===== src/rtl/reg_bus_pkg.sv =====
// Shared widths, the arbiter FSM state encoding and fixed register indices.
package reg_bus_pkg;

  localparam int REG_INDEX_W = 7;
  localparam int REG_DATA_W  = 16;

  typedef enum logic [1:0] {
    IDLE = 2'd0,
    PEND = 2'd1,
    ACK  = 2'd2
  } arb_state_t;

  localparam logic [REG_INDEX_W-1:0] REG_CONSOLE = 7'd0;

endpackage


===== src/rtl/reg_bus_arbiter_sat_counter.sv =====
// Saturating up-counter with synchronous clear; holds at MAX once reached.
module sat_counter #(
  parameter int          WIDTH = 16,
  parameter int unsigned MAX   = 65535
) (
  input  logic             clk,
  input  logic             rst_n,
  input  logic             clr_i,
  input  logic             inc_i,
  output logic [WIDTH-1:0] cnt_o
);

  localparam logic [WIDTH-1:0] MAX_V = WIDTH'(MAX);

  logic [WIDTH-1:0] cnt_q, cnt_d;

  always_comb begin
    cnt_d = cnt_q;
    if (clr_i) begin
      cnt_d = '0;
    end else if (inc_i && (cnt_q != MAX_V)) begin
      cnt_d = cnt_q + 1'b1;
    end
  end

  always_ff @(posedge clk or negedge rst_n) begin
    if (!rst_n) begin
      cnt_q <= '0;
    end else begin
      cnt_q <= cnt_d;
    end
  end

  assign cnt_o = cnt_q;

endmodule


===== src/rtl/reg_bus_arbiter.sv =====
// Two-master register bus arbiter: the core always wins, the host waits in PEND.
// Optional statistics counters are built when REG_ARB_STATS_EN is defined.
module reg_bus_arbiter
  import reg_bus_pkg::*;
#(
  parameter int unsigned MAX_WAIT = 64
) (
  input  logic                   clk,
  input  logic                   reset_n,
  input  logic [REG_INDEX_W-1:0] core_index,
  input  logic                   core_read,
  input  logic                   core_write,
  input  logic [REG_DATA_W-1:0]  core_write_value,
  output logic [REG_DATA_W-1:0]  core_read_value,
  input  logic                   host_req,
  input  logic                   host_we,
  input  logic [REG_INDEX_W-1:0] host_index,
  input  logic [REG_DATA_W-1:0]  host_wdata,
  output logic                   host_ack,
  output logic [REG_DATA_W-1:0]  host_rdata,
  output logic                   host_starved,
  output logic [REG_INDEX_W-1:0] register_index,
  output logic                   register_read,
  output logic                   register_write,
  output logic [REG_DATA_W-1:0]  register_write_value,
  input  logic [REG_DATA_W-1:0]  register_read_value,
`ifdef REG_ARB_STATS_EN
  output logic [15:0]            stat_core_cnt,
  output logic [15:0]            stat_host_cnt,
  output logic [15:0]            stat_conflict_cnt,
`endif
  output arb_state_t             dbg_state
);

  // Host handshake: host_req is a level held with stable args until host_ack;
  // host_ack is a one-cycle pulse and the host drops req the cycle after it.
  localparam logic [15:0] WAIT_LAST = 16'(MAX_WAIT - 1);

  arb_state_t state_q, state_d;
  logic                   core_active;
  logic                   latch_en, issue, wait_clr, wait_inc, starve_hit;
  logic [15:0]            wait_cnt;
  logic                   we_l_q;
  logic [REG_INDEX_W-1:0] idx_l_q;
  logic [REG_DATA_W-1:0]  wdata_l_q;
  logic [REG_DATA_W-1:0]  core_rdata_q, host_rdata_q;
  logic                   starved_q;

  assign core_active = core_read | core_write;

  always_comb begin
    state_d  = state_q;
    latch_en = 1'b0;
    issue    = 1'b0;
    wait_clr = 1'b0;
    wait_inc = 1'b0;
    host_ack = 1'b0;
    case (state_q)
      IDLE: if (host_req) begin
        latch_en = 1'b1;
        wait_clr = 1'b1;
        state_d  = PEND;
      end
      PEND: if (!core_active) begin
        issue   = 1'b1;
        state_d = ACK;
      end else begin
        wait_inc = 1'b1;
      end
      ACK: begin
        host_ack = 1'b1;
        state_d  = IDLE;
      end
      default: state_d = IDLE;
    endcase
  end

  always_comb begin
    register_index       = '0;
    register_read        = 1'b0;
    register_write       = 1'b0;
    register_write_value = '0;
    if (core_active) begin
      register_index       = core_index;
      register_read        = core_read;
      register_write       = core_write;
      register_write_value = core_write_value;
    end else if (state_q == PEND) begin
      register_index       = idx_l_q;
      register_read        = ~we_l_q;
      register_write       = we_l_q;
      register_write_value = wdata_l_q;
    end
  end

  // The counter only ever reaches MAX_WAIT through this step, so it marks starvation.
  assign starve_hit = wait_inc && (wait_cnt == WAIT_LAST);

  sat_counter #(.WIDTH(16), .MAX(MAX_WAIT)) u_wait_cnt (
    .clk   (clk),
    .rst_n (reset_n),
    .clr_i (wait_clr),
    .inc_i (wait_inc),
    .cnt_o (wait_cnt)
  );

  always_ff @(posedge clk or negedge reset_n) begin
    if (!reset_n) begin
      state_q      <= IDLE;
      we_l_q       <= 1'b0;
      idx_l_q      <= '0;
      wdata_l_q    <= '0;
      core_rdata_q <= '0;
      host_rdata_q <= '0;
      starved_q    <= 1'b0;
    end else begin
      state_q <= state_d;
      if (latch_en) begin
        we_l_q    <= host_we;
        idx_l_q   <= host_index;
        wdata_l_q <= host_wdata;
      end
      if (core_read) core_rdata_q <= register_read_value;
      if (issue && !we_l_q) host_rdata_q <= register_read_value;
      if (starve_hit) starved_q <= 1'b1;
    end
  end

  assign core_read_value = core_rdata_q;
  assign host_rdata      = host_rdata_q;
  assign host_starved    = starved_q;
  assign dbg_state       = state_q;

`ifdef REG_ARB_STATS_EN
  sat_counter #(.WIDTH(16), .MAX(65535)) u_stat_core (
    .clk(clk), .rst_n(reset_n), .clr_i(1'b0), .inc_i(core_active), .cnt_o(stat_core_cnt)
  );
  sat_counter #(.WIDTH(16), .MAX(65535)) u_stat_host (
    .clk(clk), .rst_n(reset_n), .clr_i(1'b0), .inc_i(host_ack), .cnt_o(stat_host_cnt)
  );
  sat_counter #(.WIDTH(16), .MAX(65535)) u_stat_conflict (
    .clk(clk), .rst_n(reset_n), .clr_i(1'b0), .inc_i(wait_inc), .cnt_o(stat_conflict_cnt)
  );
`else
  // Statistics counters are compiled out in this build.
`endif

endmodule

===== config.mk =====
export PLATFORM = sky130hd
export DESIGN_NAME = reg_bus_arbiter
export DESIGN_NICKNAME = d
export VERILOG_FILES = /design/src/rtl/reg_bus_pkg.sv /design/src/rtl/reg_bus_arbiter_sat_counter.sv /design/src/rtl/reg_bus_arbiter.sv
export SDC_FILE = /design/constraint.sdc
export NUM_CORES = 1
export LEC_CHECK = 0
export BUFFER_PORTS_ARGS = -buffer_cell sky130_fd_sc_hd__buf_2
export CAP_MARGIN = 20
export CORE_MARGIN = 4
export CORE_UTILIZATION = 50
export DETAILED_ROUTE_END_ITERATION = 6
export GPL_TIMING_DRIVEN = 0
export PLACE_DENSITY = 0.81
export SKIP_CTS_REPAIR_TIMING = 1
export SYNTH_ARGS = -nofsm -noshare
export SYNTH_HDL_FRONTEND = slang
export SYNTH_SLANG_ARGS = --single-unit

===== constraint.sdc =====
create_clock -name clk -period 4.9 [get_ports clk]
set_input_delay 0.98 -clock clk [delete_from_list [all_inputs] [get_ports clk]]
set_output_delay 0.98 -clock clk [all_outputs]
set_load 0.1 [all_outputs]

Yosys cells after proc, flatten, opt, wreduce, memory -nomap -nowiden --
Cells that the tools add are included.
Storage, ports and cells: register bits 75, bits of input ports 68, output and inout bits 61, logic and storage cells 44
Cells by class: add/subtract/negate cells 1, equal/unequal tests 6, multiplexer cells 20, bitwise operators 2, reduce and logical (&&, ||, !) cells 7
Operator list (number):
- 2-to-1 mux 16 bit | 4
- adder 16 x 1 -> 16 bit (second input constant) | 1
- equality test 16 x 6 -> 1 bit (second input constant) | 1
- != test 16 x 7 -> 1 bit (second input constant) | 1
- 2-to-1 mux 7 bit | 2
- 2-to-1 mux 1 bit | 11
- 2-to-1 mux 2 bit | 2
- != test 2 bit (second input constant) | 2
- one-hot mux 2 bit (2 select lines) | 1
- logical AND 1 bit | 3
- equality test 2 x 1 -> 1 bit (second input constant) | 1
- equality test 2 bit (second input constant) | 1
- zero test 2 bit | 1
- AND reduction 2 bit | 1
- nonzero test 2 bit | 1
- zero test 1 bit | 1
- NOT 1 bit | 1
- bitwise OR 1 bit | 1

Logic depth before layout (Yosys ltp) --
depth after elaboration 6, depth in mapped cells 6, mapped depth without buffers 6

Modules after synthesis --
From an unflattened synthesis, not the netlist that was laid out.
Second synthesis, totals: cells, all modules 255, area total of the unflattened synthesis 3375.7 um2
By module, submodules not included:
- reg_bus_arbiter | times used 1, cells each 164, area an instance 2498.6 um2, sequential area each 1476.4 um2
- sat_counter | times used 1, cells each 91, area an instance 877.1 um2, sequential area each 400.4 um2

Least setup slack after synthesis --
Ideal clock, no wire load.
path type input port to output port, from input core_read, to output register_write_value[10], arrival time 2.658 ns, setup slack 1.262 ns, stages 6, buffers on the path 3, cells stage by stage buf_6 -> or2_4 -> buf_4 -> nor2_4 -> buf_2 -> a22o_1
Between the ends: word-level cells in the longest chain between the ends 2
RTL lines:
- from (decl) | RTL line reg_bus_arbiter.sv:11 | input logic core_read,
- bitwise OR 1 bit | RTL line reg_bus_arbiter.sv:49 | assign core_active = core_read | core_write;
- 2-to-1 mux 16 bit | RTL line reg_bus_arbiter.sv:83 | if (core_active) begin
- to (decl) | RTL line reg_bus_arbiter.sv:25 | output logic [REG_DATA_W-1:0] register_write_value,
Every way passes these cells.

Worst setup path in the final report --
from input core_read, to output register_index[4]
Between the ends: word-level cells in the longest chain between the ends 2
RTL lines:
- bitwise OR 1 bit | RTL line reg_bus_arbiter.sv:49
- 2-to-1 mux 7 bit | RTL line reg_bus_arbiter.sv:83
- to (decl) | RTL line reg_bus_arbiter.sv:22 | output logic [REG_INDEX_W-1:0] register_index,
Every way passes these cells.

==> flow_summary.html <==
<table>
<tr><th>Metric</th><th>Value</th></tr>
<tr><th colspan="2">STA</th></tr>
<tr><td>Max-Slew Margin vs Limit</td><td>0.446</td></tr>
<tr><td>Highest clock rate</td><td>274 MHz</td></tr>
<tr><td>Total negative setup slack</td><td>0 ns</td></tr>
<tr><td>Final-report max-slew violation count</td><td>0</td></tr>
<tr><td>Period utilization</td><td>0.744</td></tr>
<tr><td>Tightest Pin Transition</td><td>0.829 ns</td></tr>
<tr><td>Final count of negative-setup-slack endpoints</td><td>0</td></tr>
<tr><td>Final Hold Slack</td><td>0.485 ns</td></tr>
<tr><td>Post-layout minimum cycle time</td><td>3.64 ns</td></tr>
<tr><td>Final hold violations</td><td>0</td></tr>
<tr><td>Setup repair after global routing missed its margin</td><td>no</td></tr>
<tr><td>Setup clock skew after layout</td><td>0.00713 ns</td></tr>
<tr><th colspan="2">Pwr</th></tr>
<tr><td>Power density over the cells</td><td>643 nW/um^2</td></tr>
<tr><td>Worst IR drop on VDD</td><td>0.657 mV</td></tr>
<tr><td>Total leakage power</td><td>2.28 nW</td></tr>
<tr><th colspan="2">Floorplanning</th></tr>
<tr><td>Die Footprint</td><td>8230 um^2</td></tr>
<tr><td>Die outline height</td><td>90.7 um</td></tr>
<tr><td># IOs</td><td>129</td></tr>
<tr><td>Initial standard-cell utilization of the core</td><td>0.527</td></tr>
<tr><td>Width of the die</td><td>90.7 um</td></tr>
<tr><td>Number of standard-cell rows in the floorplan</td><td>29</td></tr>
<tr><td>Core area</td><td>6490 um^2</td></tr>
<tr><th colspan="2">Cells and area</th></tr>
<tr><td>Number of inserted diodes</td><td>0</td></tr>
<tr><td>Synth-to-layout area growth</td><td>28.0%</td></tr>
<tr><td>Util after Layout</td><td>0.674</td></tr>
<tr><td>NumNets Final</td><td>517</td></tr>
<tr><td>Fraction of final layout cells with drive strength greater than 1</td><td>0.416</td></tr>
<tr><td>Post-route cell area</td><td>4380 um^2</td></tr>
<tr><td>Post-route insts no fill</td><td>529</td></tr>
<tr><th colspan="2">Worst setup path</th></tr>
<tr><td>CP Max Fanout</td><td>10</td></tr>
<tr><td>Category of the worst setup path launch point</td><td>primary input</td></tr>
<tr><td>Data required time of the worst path</td><td>3.92 ns</td></tr>
<tr><td>Worst reg-to-reg setup slack</td><td>3.04 ns</td></tr>
<tr><td>Beginning of the worst register-to-register path</td><td>dbg_state[0]</td></tr>
<tr><td>Crit path arrival time</td><td>2.66 ns</td></tr>
<tr><td>Worst r2r dst</td><td>wdata_l_q[0]</td></tr>
<tr><td>CP Capture Type</td><td>primary output</td></tr>
<tr><td>Worst Path Class, Setup</td><td>primary input to primary output</td></tr>
<tr><td>Worst-case reg-to-reg path depth</td><td>4</td></tr>
<tr><th colspan="2">Run</th></tr>
<tr><td>Max-cap violations</td><td>0</td></tr>
<tr><th colspan="2">Global routing</th></tr>
<tr><td>Total track usage</td><td>0.200</td></tr>
<tr><td>Total grt overflow</td><td>0</td></tr>
<tr><td>Vias in the first global route</td><td>2862</td></tr>
<tr><td>First-pass GRT wire length</td><td>13300 um</td></tr>
<tr><td>Maximum number of pins on one net before global-route repair</td><td>39</td></tr>
<tr><td>Number of antenna violations at the first check in global routing</td><td>0</td></tr>
<tr><th colspan="2">Logic synthesis</th></tr>
<tr><td>Most frequently used flop master after synthesis</td><td>dfrtp_1</td></tr>
<tr><td>Yosys warning count</td><td>0</td></tr>
<tr><td>Most frequent cell after synthesis</td><td>nand2_1</td></tr>
<tr><td>Post-synth EDFFs</td><td>0</td></tr>
<tr><td>Sequential cell area fraction in the yosys report</td><td>0.548</td></tr>
<tr><td>Top cells by area in the synthesized netlist</td><td>dfrtp_1 55%, nand2_1 9.2%, mux2_2 7.6%, a22o_1 5.9%, mux2_4 3.9%</td></tr>
<tr><td>Flop and latch count out of synthesis</td><td>75</td></tr>
<tr><td>Cell types with the highest counts after synthesis</td><td>84 x nand2_1, 75 x dfrtp_1, 23 x a22o_1, 23 x mux2_2</td></tr>
<tr><td>Count of mapped cells out of synthesis</td><td>308</td></tr>
<tr><td>Net Count, Synth</td><td>378</td></tr>
<tr><td>Avg Inst Size Synth</td><td>11.1 um^2</td></tr>
<tr><td>Netlist Area Pre-Place</td><td>3420 um^2</td></tr>
<tr><td>Post-synth ARST share</td><td>1.00</td></tr>
<tr><td>Cell taking the most area after synthesis</td><td>dfrtp_1</td></tr>
<tr><td>Yosys top cell area share</td><td>0.548</td></tr>
<tr><td>Distinct cell type count of the synthesized netlist</td><td>44</td></tr>
<tr><th colspan="2">Worst hold path</th></tr>
<tr><td>Start point of the worst min-delay path</td><td>wdata_l_q[12]</td></tr>
<tr><td>Worst min-delay path endpoint</td><td>wdata_l_q[12]</td></tr>
<tr><td>Path class of the lowest-slack min-delay path</td><td>flip-flop to flip-flop</td></tr>
<tr><td>Hold Crit Depth</td><td>2</td></tr>
<tr><th colspan="2">Clock tree</th></tr>
<tr><td>Register clock-pin slew on the reported worst setup and hold paths</td><td>0.07 ns</td></tr>
<tr><td>Worst-Skew Late Latency</td><td>0.35 ns</td></tr>
<tr><td>CTS H-tree depth</td><td>3</td></tr>
<tr><td>CTS buffer count</td><td>9</td></tr>
<tr><td>Master cell of the clock root buffer</td><td>clkbuf_8</td></tr>
<tr><td>Max Buffers Root-to-Sink</td><td>2</td></tr>
<tr><td>CTS tree</td><td>built</td></tr>
<tr><td>CTS sink cnt</td><td>75</td></tr>
<tr><th colspan="2">Routing</th></tr>
<tr><td>Count of antenna-violating nets left after detailed routing</td><td>0</td></tr>
<tr><td>Total DRC errors in the routed layout</td><td>0</td></tr>
<tr><td>Aggregate routed wire length</td><td>8020 um</td></tr>
<tr><td>Length of the first detailed-routing pass in iterations</td><td>5</td></tr>
<tr><td>Vias per cell</td><td>5.29</td></tr>
<tr><td>DR WL/cell</td><td>15.2 um</td></tr>
<tr><td>Via count</td><td>2797</td></tr>
<tr><td>Violation count after the first detailed-route iteration</td><td>151</td></tr>
<tr><th colspan="2">Run status</th></tr>
<tr><td>Outcome</td><td>finished, final reports clean</td></tr>
<tr><th colspan="2">Place</th></tr>
<tr><td>Total placed instance area</td><td>4180 um^2</td></tr>
<tr><td>Final HPWL DP</td><td>5970 um</td></tr>
<tr><td>Count of input and output buffers</td><td>127</td></tr>
<tr><td># placed instances</td><td>513</td></tr>
<tr><td>Gpl congestion</td><td>0.857</td></tr>
</table>
==> power by group <==
group | leakage, nW | internal (W) | switching (W)
clock network | 0.0922 | 0.000251 | 0.000229
logic | 1.25 | 0.000290 | 0.00112
registers | 0.936 | 0.000809 | 0.000120
==> cell type report <==
cell class                      count  area (um^2)
Multi-Input combinational cell    213         1440
Tap cell                           77         96.3
Inverter                            3         11.3
Clock buffer                       11          141
Fill cell                         504         2120
Clock inverter                      5         61.3
Sequential cell                    75         1880
Buffer                             17         91.3
Timing Repair Buffer              128          658
==> logic make-up after synthesis <==
family	after synthesis	synth area share
flops	75	0.548
compound gates	39	0.0870
fa+ha+maj	2	0.00731
simple gates	131	0.187
mux	38	0.133
buf+inv	20	0.0300
xor+xnor	3	0.00768
==> layer usage <==
| metal | global-route usage | share of wire | vias up |
|---|---|---|---|
| met5 | 0 | 0 | - |
| met2 | 0.318 | 0.45 | 128 |
| met1 | 0.251 | 0.43 | 1298 |
| li1 | - | - | 1357 |
| met3 | 0.0742 | 0.097 | 14 |
| met4 | 0.0714 | 0.016 | 0 |
==> critical path: stages <==
cell and delay (ns):
buf_6 0.12, or2_4 0.28, buf_4 0.19, nor2_4 0.22, buf_2 0.28, a22o_1 0.17, buf_2 0.43
==> cell usage in the layout, fill, tap and decap left out, types with 2 or more instances in the layout <==
| master | instances |
|---|---|
| clkbuf_8 | 10 |
| nor2_1 | 4 |
| a22o_1 | 23 |
| nor4_1 | 3 |
| buf_2 | 130 |
| nand3_1 | 5 |
| or3_1 | 3 |
| nor3_1 | 2 |
| nand4_1 | 6 |
| mux2i_1 | 6 |
| nand2b_1 | 2 |
| ha_1 | 2 |
| a21oi_1 | 6 |
| clkbuf_1 | 10 |
| inv_1 | 3 |
| nand2_1 | 84 |
| and4_1 | 5 |
| clkinvlp_4 | 3 |
| xor2_1 | 2 |
| buf_4 | 2 |
| a41o_1 | 2 |
| and3_1 | 2 |
| mux2_4 | 9 |
| mux2_2 | 23 |
| o21ai_0 | 5 |
| dfrtp_1 | 75 |
| and2_1 | 3 |
==> through the flow <==
step,setup slack (ns),power (W)
2_1_floorplan,1.26,0.00209
3_3_place_gp,1.29,0.00232
3_5_place_dp,1.26,0.00235
4_1_cts,1.26,0.00284
5_1_grt,1.20,0.00296
6_report,1.26,0.00282
==> flip-flops by register name, summed over array words and instances, names as in the netlist <==
register / count
core_read_value: 16
we_l_q: 1
u_wait_cnt.cnt_o: 16
host_rdata: 16
wdata_l_q: 16
dbg_state: 2
idx_l_q: 7
host_starved: 1
==> worst max-delay path by stage <==
stage / depth (start not counted) / slack [ns] / from / endpoint
finish: 7 / 1.26 / core_read / register_index[4]
global route: 7 / 1.20 / core_read / register_write_value[13]
CTS: 7 / 1.26 / core_read / register_index[4]
detailed placement: 7 / 1.26 / core_read / register_index[4]
global placement: 7 / 1.29 / core_read / register_index[5]
floorplan: 6 / 1.26 / core_read / register_write_value[10]
Power figures use the tool's default switching activity.
